**config.mk**
```make
export PLATFORM = sky130hd
export DESIGN_NAME = shape_processor_apb_bridge_flat
export DESIGN_NICKNAME = d
export VERILOG_FILES = /design/src/rtl/shape_processor_apb_bridge_pkg.sv /design/src/rtl/shape_processor_apb_bridge_if.sv /design/src/rtl/shape_processor_apb_bridge.sv /design/src/flat_wrapper.sv
export SDC_FILE = /design/constraint.sdc
export NUM_CORES = 1
export LEC_CHECK = 0
export ABC_CLOCK_PERIOD_IN_PS = 1900
export CAP_MARGIN = 5
export CORE_ASPECT_RATIO = 0.5
export CORE_MARGIN = 2
export CORE_UTILIZATION = 41
export DETAILED_ROUTE_END_ITERATION = 16
export PLACE_DENSITY = 0.81
export SLEW_MARGIN = 20
export SYNTH_ARGS = -nofsm -noshare
export SYNTH_HDL_FRONTEND = slang
export SYNTH_SLANG_ARGS = --single-unit
```
**constraint.sdc**
```tcl
create_clock -name clk -period 1.9 [get_ports clk]
set_input_delay 0.38 -clock clk [delete_from_list [all_inputs] [get_ports clk]]
set_output_delay 0.38 -clock clk [all_outputs]
set_load 0.02 [all_outputs]
```
**src/rtl/shape_processor_apb_bridge_pkg.sv**
```systemverilog
// -----------------------------------------------------------------------------
// shape_processor_apb_bridge_pkg
// Shared types and constants for the APB front-end of shape_processor.
//   bridge_state_e  : bridge FSM state encoding
//   WAIT_CNT_WIDTH  : width of the wait-state down-counter (0..15 wait states)
//   CTRL_SFR_ADDR   : default byte address of the CTRL SFR
// -----------------------------------------------------------------------------
package shape_processor_apb_bridge_pkg;

    localparam int WAIT_CNT_WIDTH = 4;

    localparam logic [7:0] CTRL_SFR_ADDR = 8'h00;

    typedef enum logic [2:0] {
        IDLE    = 3'd0,
        ISSUE   = 3'd1,
        CAPTURE = 3'd2,
        WAIT    = 3'd3,
        RESP    = 3'd4
    } bridge_state_e;

endpackage

```
**src/rtl/shape_processor_apb_bridge_if.sv**
```systemverilog
// -----------------------------------------------------------------------------
// shape_processor_apb_bridge_if
// APB3 bus bundle between an APB master and the shape_processor bridge.
//   psel, penable, pwrite, paddr, pwdata : master -> slave
//   prdata, pready, pslverr              : slave  -> master
// -----------------------------------------------------------------------------
interface shape_processor_apb_bridge_if #(
    parameter int ADDR_WIDTH = 8
);
    logic                  psel;
    logic                  penable;
    logic                  pwrite;
    logic [ADDR_WIDTH-1:0] paddr;
    logic [31:0]           pwdata;
    logic [31:0]           prdata;
    logic                  pready;
    logic                  pslverr;

    modport master (
        output psel, penable, pwrite, paddr, pwdata,
        input  prdata, pready, pslverr
    );

    modport slave (
        input  psel, penable, pwrite, paddr, pwdata,
        output prdata, pready, pslverr
    );
endinterface

```
**src/rtl/shape_processor_apb_bridge.sv**
```systemverilog
// -----------------------------------------------------------------------------
// shape_processor_apb_bridge
// APB3 slave that turns each APB transfer into one single-cycle write or read
// strobe towards shape_processor and returns its error/read data.
//   clk          : clock, all logic on posedge
//   rst_n        : asynchronous active-low reset
//   apb          : APB3 slave port (psel/penable/pwrite/paddr/pwdata in,
//                  prdata/pready/pslverr out)
//   write        : write strobe to processor
//   write_data   : write data to processor, holds between strobes
//   read         : read strobe to processor
//   read_data    : processor read data, valid the cycle after read
//   error        : processor error, valid the cycle after a strobe
//   protocol_err : sticky, set when the master drops psel mid-transfer
//
// state   | meaning
// --------+---------------------------------------------------------------
// IDLE    | waiting for an APB setup phase
// ISSUE   | drive the write/read strobe (only on an address hit)
// CAPTURE | sample processor error/read data, load the wait counter
// WAIT    | count down inserted wait states
// RESP    | drive pready/pslverr/prdata for one cycle
// -----------------------------------------------------------------------------
module shape_processor_apb_bridge
    import shape_processor_apb_bridge_pkg::*;
#(
    parameter int                    ADDR_WIDTH  = 8,
    parameter logic [ADDR_WIDTH-1:0] CTRL_ADDR   = ADDR_WIDTH'(CTRL_SFR_ADDR),
    parameter int                    WAIT_STATES = 0
) (
    input  logic                        clk,
    input  logic                        rst_n,
    shape_processor_apb_bridge_if.slave apb,
    output logic                        write,
    output logic [31:0]                 write_data,
    output logic                        read,
    input  logic [31:0]                 read_data,
    input  logic                        error,
    output logic                        protocol_err
);

    localparam logic [WAIT_CNT_WIDTH-1:0] LP_WAIT_LOAD = WAIT_CNT_WIDTH'(WAIT_STATES);
    localparam bit                        LP_HAS_WAIT  = (WAIT_STATES > 0);

    bridge_state_e             r_state;
    bridge_state_e             w_next;
    logic                      r_pwrite;
    logic                      r_hit;
    logic [31:0]               r_write_data;
    logic                      r_err;
    logic [31:0]               r_rdata;
    logic [WAIT_CNT_WIDTH-1:0] r_cnt;
    logic                      r_protocol_err;

    logic                      w_setup;
    logic                      w_abort;
    logic                      w_resp;
    logic                      w_pready;

    assign w_setup = apb.psel && !apb.penable;
    // Any loss of psel once a transfer has started abandons it.
    assign w_abort = (r_state != IDLE) && !apb.psel;

    // State register
    always_ff @(posedge clk or negedge rst_n) begin
        if (!rst_n) begin
            r_state <= IDLE;
        end else begin
            r_state <= w_next;
        end
    end

    // Next-state logic
    always_comb begin
        w_next = r_state;
        case (r_state)
            IDLE:    if (w_setup) w_next = ISSUE;
            ISSUE:   w_next = CAPTURE;
            CAPTURE: w_next = LP_HAS_WAIT ? WAIT : RESP;
            WAIT:    if (r_cnt <= 1) w_next = RESP;
            RESP:    w_next = IDLE;
            default: w_next = IDLE;
        endcase
        // Abort wins over the normal sequence; an ISSUE strobe is already out.
        if (w_abort) w_next = IDLE;
    end

    // Transfer capture registers, wait counter and sticky abort flag
    always_ff @(posedge clk or negedge rst_n) begin
        if (!rst_n) begin
            r_pwrite       <= 1'b0;
            r_hit          <= 1'b0;
            r_write_data   <= 32'h0;
            r_err          <= 1'b0;
            r_rdata        <= 32'h0;
            r_cnt          <= '0;
            r_protocol_err <= 1'b0;
        end else begin
            case (r_state)
                IDLE: begin
                    if (w_setup) begin
                        r_pwrite <= apb.pwrite;
                        r_hit    <= (apb.paddr == CTRL_ADDR);
                        // Only a hit write moves write_data, so it changes exactly
                        // when the write strobe rises and holds otherwise.
                        if ((apb.paddr == CTRL_ADDR) && apb.pwrite) begin
                            r_write_data <= apb.pwdata;
                        end
                    end
                end
                CAPTURE: begin
                    r_err   <= !r_hit || error;
                    r_rdata <= (r_hit && !r_pwrite && !error) ? read_data : 32'h0;
                    r_cnt   <= LP_WAIT_LOAD;
                end
                WAIT: begin
                    r_cnt <= r_cnt - 1'b1;
                end
                default: ;
            endcase
            if (w_abort) begin
                r_protocol_err <= 1'b1;
            end
        end
    end

    // Outputs
    always_comb begin
        write    = (r_state == ISSUE) && r_hit && r_pwrite;
        read     = (r_state == ISSUE) && r_hit && !r_pwrite;
        w_resp   = (r_state == RESP) && apb.psel;
        w_pready = w_resp;
    end

    assign apb.pready   = w_pready;
    assign apb.pslverr  = w_resp ? r_err : 1'b0;
    assign apb.prdata   = w_resp ? r_rdata : 32'h0;
    assign write_data   = r_write_data;
    assign protocol_err = r_protocol_err;

endmodule

```
**src/flat_wrapper.sv**
```systemverilog
// flat-port wrapper written by rule: the top's interface ports become plain ports
module shape_processor_apb_bridge_flat import shape_processor_apb_bridge_pkg::*;
#(
    parameter int                    ADDR_WIDTH  = 8,
    parameter logic [ADDR_WIDTH-1:0] CTRL_ADDR   = ADDR_WIDTH'(CTRL_SFR_ADDR),
    parameter int                    WAIT_STATES = 0
)
  (clk, rst_n, write, write_data, read, read_data, error, protocol_err, apb_psel, apb_penable, apb_pwrite, apb_paddr, apb_pwdata, apb_prdata, apb_pready, apb_pslverr);
  shape_processor_apb_bridge_if #(.ADDR_WIDTH(ADDR_WIDTH)) apb_i ();
  input  logic clk;
  input  logic rst_n;
  output logic write;
  output logic [31:0] write_data;
  output logic read;
  input  logic [31:0] read_data;
  input  logic error;
  output logic protocol_err;
  input wire logic [$bits(apb_i.psel)-1:0] apb_psel;
  input wire logic [$bits(apb_i.penable)-1:0] apb_penable;
  input wire logic [$bits(apb_i.pwrite)-1:0] apb_pwrite;
  input wire logic [$bits(apb_i.paddr)-1:0] apb_paddr;
  input wire logic [$bits(apb_i.pwdata)-1:0] apb_pwdata;
  output wire logic [$bits(apb_i.prdata)-1:0] apb_prdata;
  output wire logic [$bits(apb_i.pready)-1:0] apb_pready;
  output wire logic [$bits(apb_i.pslverr)-1:0] apb_pslverr;
  assign apb_i.psel = apb_psel;
  assign apb_i.penable = apb_penable;
  assign apb_i.pwrite = apb_pwrite;
  assign apb_i.paddr = apb_paddr;
  assign apb_i.pwdata = apb_pwdata;
  assign apb_prdata = apb_i.prdata;
  assign apb_pready = apb_i.pready;
  assign apb_pslverr = apb_i.pslverr;
  shape_processor_apb_bridge #(.ADDR_WIDTH(ADDR_WIDTH), .CTRL_ADDR(CTRL_ADDR), .WAIT_STATES(WAIT_STATES)) u_core (.clk(clk), .rst_n(rst_n), .apb(apb_i), .write(write), .write_data(write_data), .read(read), .read_data(read_data), .error(error), .protocol_err(protocol_err));
endmodule
```
==> flow_summary.toml, run 1 <==
[die]
std_cell_rows = 22
die-area_um2 = 8470
core_um2 = 7400
die_y_um = 66.1
io_pins = 147
chipWidth_um = 128
initial_core_util_pct = 42.7

[critical_path]
crit_path_start_kind = "flop"
cp.required_ns = 1.52
critical-path-top-delay-family = "simple AND/OR/NAND/NOR gates"
critical_path_arrival_ns = 1.64
crit_buf_inv = 3
startpoint = "u_core.r_state[1]"
timing.rr.start = "u_core.r_state[1]"
end_kind = "primary output"
cpMostUsedCell = "buf_6"
slowest_delay_ns = 0.41
critPathMaxFanout = 8
cp_slowest_cell = "dfrtp_1"
rrSetupSlack_ns = 0.08
critPathKind = "flop to primary output"
crit_chain = "nor4bb_4 > buf_6 > buf_8 > and2_4 > buf_6"

[clock_tree]
h-tree-depth = 3
numCtsBuffers = 9
cts_sinks = 75
cts_tree = "done"
cts_hold_buf = 0
path_clk_slew_ns = 0.05
clock_tree.buffer_depth = 2
clock_latency_ns = 0.33
cts-root-buf = "clkbuf_16"

[power]
intPower_mw = 3.02
power.net_switching_uw = 875
switching_share_pct = 22.4
p_leak_nw = 2.52
p_seq_share_pct = 44.9
power.clock.fraction_pct = 43.2
comb_power_share_pct = 12.0
peakVddDrop_uv = 508
powerDensity_nw_per_um2 = 731

[route]
wl_per_cell_um = 18.3
postRouteAntennaNets = 0
vias = 2616
drtPass1Iterations = 4
post-route-drc-count = 0
routed_via_density = 5.20
drt_iter0_markers = 117
wl_um = 9220

[placement]
pre_cts_ws_ns = -0.677
dpl-instance-area_um2 = 4820
place_congestion = 0.759
dpl.hpwl_um = 6200
portBuffers = 146

[cells_and_area]
final_util_pct = 72.0
mostFrequentLayoutCells = "108 x clkdlybuf4s50_1, 75 x dfrtp_1, 42 x buf_6"
fin_area_um2 = 5330
antenna_cells = 0
num-nets-final = 483
syn_to_final_growth_pct = 68.8
final_layout_size_suffix_gt1_share_pct = 35.9
final_common_cell = "clkdlybuf4s50_1"

[sta]
fmax_mhz = 495
rsz0062_at_grt = "true"
fin_ws_ns = -0.119
tns_ns = -3.27
finalSetupViolCount = 34
fin_crit_sh_pct = 106
final.setup_skew_ns = 0.00607
slew_viol_final = 0
final_hold_viol_count = 0
slew_headroom_pct = 60.1
fin_crit_ns = 2.02
tightestPinTransition_ns = 0.598

[global_route]
grt_pass1_vias = 2746
grt_max_degree = 47
antenna_found_initial = 0
grt_overflow_total = 0
grt_util_all_layers_pct = 21.7
grt_first_pass_wirelength_um = 13800

[synth]
syn-instance-count = 236
syn_nets = 316
synthArstFlopShare_pct = 100
synth_area_um2 = 3160
synth_cell_type_count = 34
syn_avg_cell_area_um2 = 13.4
yosysWarningCount = 0
synth_edf_count = 0
yosysSeqAreaShare_pct = 59.4
ys_ff_latch = 75
ys.flop_type = "dfrtp_1"

[run]
drv_cap = 0

[run_status]
violations = "setup timing"
status = "finished, violations left"

[hold_path]
worstHoldPathType = "input pin to asynchronous set/reset pin"
==> logic make-up (layout without fill, tap and decap cells) <==
group                      after synthesis  count (layout)  share of synthesized area [%]
AOI/OAI and AO/OA                       42              42                           11.0
adders and majority gates                2               2                          0.792
muxes                                   35              35                           12.4
xor gates and xnor gates                 1               1                          0.277
buffers and inverters                   19             190                           3.56
and+or+nand+nor                         62              62                           12.6
DFF                                     75              75                           59.4
==> cell type report <==
class                      count  area, um^2
fill                         484        2070
sequential                    75        1880
timing repair buffer         171        1740
multi-input combinational    142        1290
clock buffer                  13         260
tap                           96         120
clock inverter                 2        35.0
inverter                       4        15.0
==> metrics by stage <==
step	instances	hold WS [ns]	power (mW)
after global routing	503	0.0996	4.04
after global placement	481	0.415	2.18
final	503	0.0573	3.90
after CTS	501	0.0787	3.90
after floorplan	236	0.0844	1.91
after detailed placement	481	0.432	2.21
==> flip-flops by register name, indices dropped and copies added (netlist names) <==
signal / flops
u_core.r_rdata: 32
u_core.r_state: 3
u_core.r_cnt: 4
u_core.r_pwrite: 1
u_core.r_err: 1
u_core.write_data: 32
u_core.protocol_err: 1
u_core.r_hit: 1
==> path summary, 6_finish.rpt <==
check | end | cells past startpoint
worst max-delay path | apb_prdata[26] | 5
worst min-delay path | u_core.write_data[19] | 1
worst max register to register | u_core.r_rdata[18] | 6
worst min register to register | u_core.protocol_err | 1
max in group asynchronous | u_core.r_rdata[6] | 2
min in group clk | u_core.protocol_err | 1
==> power by group through the flow <==
stage | combinational, mW | sequential, mW | clock (mW)
detailed placement | 0.444 | 1.76 | 0
global route | 0.506 | 1.76 | 1.77
floorplan | 0.153 | 1.76 | 0
global placement | 0.420 | 1.76 | 0
finish | 0.467 | 1.75 | 1.68
CTS | 0.451 | 1.74 | 1.71
==> routing by layer <==
layer / up-vias / wire, um / global-route usage [%]
li1: 1179 / - / -
met1: 1331 / 3510 / 24.3
met2: 90 / 5060 / 40.2
met3: 16 / 453 / 5.99
met4: 0 / 204 / 7.97
met5: - / 0 / 0
==> Yosys cell counts, types with 2 or more instances <==
library cell / n / share of area [%]
nor4_1: 2 / 0.40
nor3_1: 3 / 0.47
nor4bb_1: 2 / 0.63
mux2_2: 33 / 12
inv_1: 4 / 0.47
a22o_1: 32 / 8.9
nor2_1: 4 / 0.47
nand2_1: 6 / 0.71
o21ai_0: 3 / 0.47
and2_1: 33 / 6.5
mux2i_1: 2 / 0.63
ha_1: 2 / 0.79
clkbuf_1: 7 / 0.83
nand2b_1: 2 / 0.40
buf_6: 5 / 1.8
a21oi_1: 2 / 0.32
dfrtp_1: 75 / 59
buf_2: 3 / 0.47
==> timing repair <==
| action | CTS | global route |
|---|---|---|
| pin swaps | 19 | 11 |
| resized for setup | 234 | 28 |
| buffers inserted | 2 | 1 |
| endpoints found under the setup margin | 36 | 36 |
| cloned | 3 | 1 |
Note: power is estimated with default switching activity, not from simulation.
==> run 2, diff against run 1 <==
--- a/config.mk
+++ b/config.mk
@@ -9,9 +9,10 @@
 export CAP_MARGIN = 5
 export CORE_ASPECT_RATIO = 0.5
 export CORE_MARGIN = 2
-export CORE_UTILIZATION = 41
+export CORE_UTILIZATION = 42
+export CTS_BUF_LIST = sky130_fd_sc_hd__clkbuf_2 sky130_fd_sc_hd__clkbuf_4 sky130_fd_sc_hd__clkbuf_8
 export DETAILED_ROUTE_END_ITERATION = 16
-export PLACE_DENSITY = 0.81
+export PLACE_DENSITY = 0.83
 export SLEW_MARGIN = 20
 export SYNTH_ARGS = -nofsm -noshare
 export SYNTH_HDL_FRONTEND = slang
==> run 2 against run 1 <==
  * The flow still finishes with violations (setup timing)
  * Worst hold slack got worse by 0.027 ns
  * Non-clock buffer count up 2
  * Final area is 1.6% lower
  * Highest routed layer unchanged
  * Setup slack got worse by 0.018 ns
  * Critical path type unchanged
  * Power is 8.1% lower
  * Final cell count is 0.60% higher
  * Maximum frequency decreased by 0.86%
  * Critical path depth unchanged
==> flow_summary.toml, run 2 (synthesis results as in run 1) <==
[sta]
final_hold_viol_count = 0
rsz0062_at_grt = "true"
slew_viol_final = 0
slew_headroom_pct = 62.9
fin_crit_ns = 2.04
tightestPinTransition_ns = 0.556
fin_ws_ns = -0.137
finalSetupViolCount = 33
holdWs_ns = 0.0304
fin_crit_sh_pct = 107
fmax_mhz = 491
final.setup_skew_ns = 0.00752

[placement]
place_congestion = 0.830
pre_cts_ws_ns = -0.740
portBuffers = 146
dpl.hpwl_um = 6120
dpl.cell_count = 483

[power]
powerDensity_nw_per_um2 = 683
peakVddDrop_uv = 448
p_total_mw = 3.58
p_leak_nw = 2.49

[run_status]
violations = "setup timing"
status = "finished, violations left"

[cells_and_area]
final_util_pct = 71.7
mostFrequentLayoutCells = "108 x clkdlybuf4s50_1, 75 x dfrtp_1, 36 x buf_6"
num-nets-final = 485
final_cells = 506
final_common_cell = "clkdlybuf4s50_1"
final_layout_size_suffix_gt1_share_pct = 36.1
antenna_cells = 0
syn_to_final_growth_pct = 66.1

[route]
drt_iter0_markers = 102
wl_um = 9030
wl_per_cell_um = 17.9
routed_via_density = 5.15
drtPass1Iterations = 4
vias = 2605
postRouteAntennaNets = 0
post-route-drc-count = 0

[global_route]
use_met2_pct = 38.8
grt_pass1_vias = 2729
grtUsageMet1_pct = 22.1
grt-busiest-layer = "met2"
grt_first_pass_wirelength_um = 13200
grt_util_all_layers_pct = 20.6
grt_max_degree = 45
grtUsageMet3_pct = 6.11
antenna_found_initial = 0
grt_overflow_total = 0

[die]
core_um2 = 7320
die-area_um2 = 8280
die_y_um = 65.3
std_cell_rows = 22
initial_core_util_pct = 43.2
io_pins = 147
chipWidth_um = 127

[hold_path]
worstHoldPathType = "input pin to asynchronous set/reset pin"

[clock_tree]
numCtsBuffers = 9
cts-root-buf = "clkbuf_8"
clock_tree.buffer_depth = 2
cts_tree = "done"
h-tree-depth = 3
clock_latency_ns = 0.35
cts_hold_buf = 0
cts_sinks = 75
path_clk_slew_ns = 0.07

[run]
drv_cap = 0

[critical_path]
critPathKind = "flop to primary output"
critPathMaxFanout = 6
end_kind = "primary output"
crit_path_start_kind = "flop"
cp.required_ns = 1.52
critical_path_arrival_ns = 1.66
[run 2: repair_timing]
item                       CTS  global route
buffers inserted             1             2
gates cloned                 2             2
resized for setup          214            41
setup endpoints to repair   36            36
pin swaps                    1            22
hold endpoints to repair     0             0
[run 2: per-stage QoR]
stage / instance area (um^2) / setup TNS (ns)
floorplan: 3170 / 0
global placement: 4810 / -28.23
detailed placement: 4810 / -29.57
finish: 5250 / -3.03
CTS: 5080 / -3.26
global route: 5250 / -6.09
[run 2: per-layer routing]
metal | part of all wire [%] | up-vias
met5 | 0 | -
met4 | 2.4 | 0
met3 | 4.7 | 18
met2 | 56 | 89
met1 | 37 | 1315
li1 | - | 1183
[run 2: path summary, 6_finish.rpt]
kind	start	end	slack [ns]	depth (start not counted)
max in group asynchronous	rst_n	u_core.write_data[20]	1.26	2
min in group clk	u_core.protocol_err	u_core.protocol_err	0.49	1
setup / recovery	u_core.r_state[1]	apb_prdata[0]	-0.14	5
hold reg to reg	u_core.protocol_err	u_core.protocol_err	0.49	1
setup reg to reg	u_core.r_state[1]	u_core.write_data[9]	0.14	5
hold / removal	rst_n	u_core.write_data[0]	0.03	1
[run 2: cell type report]
class                           instances  area (um^2)
Multi-Input combinational cell        142         1280
Tap cell                               96          120
Fill cell                             509         2070
Inverter                                4         15.0
Clock buffer                           12          159
Clock inverter                          4         72.6
Sequential cell                        75         1880
Timing Repair Buffer                  173         1730
[run 2: where the power goes]
part | switching (mW) | internal (mW)
clock network | 0.564 | 0.824
registers | 0.0725 | 1.67
logic | 0.184 | 0.267
[run 2: critical path, cell delays in order (launching register included)]
cell and delay, ns:
dfrtp_1 0.41, nor4bb_4 0.29, buf_6 0.18, buf_4 0.15, and2_1 0.14, buf_4 0.14
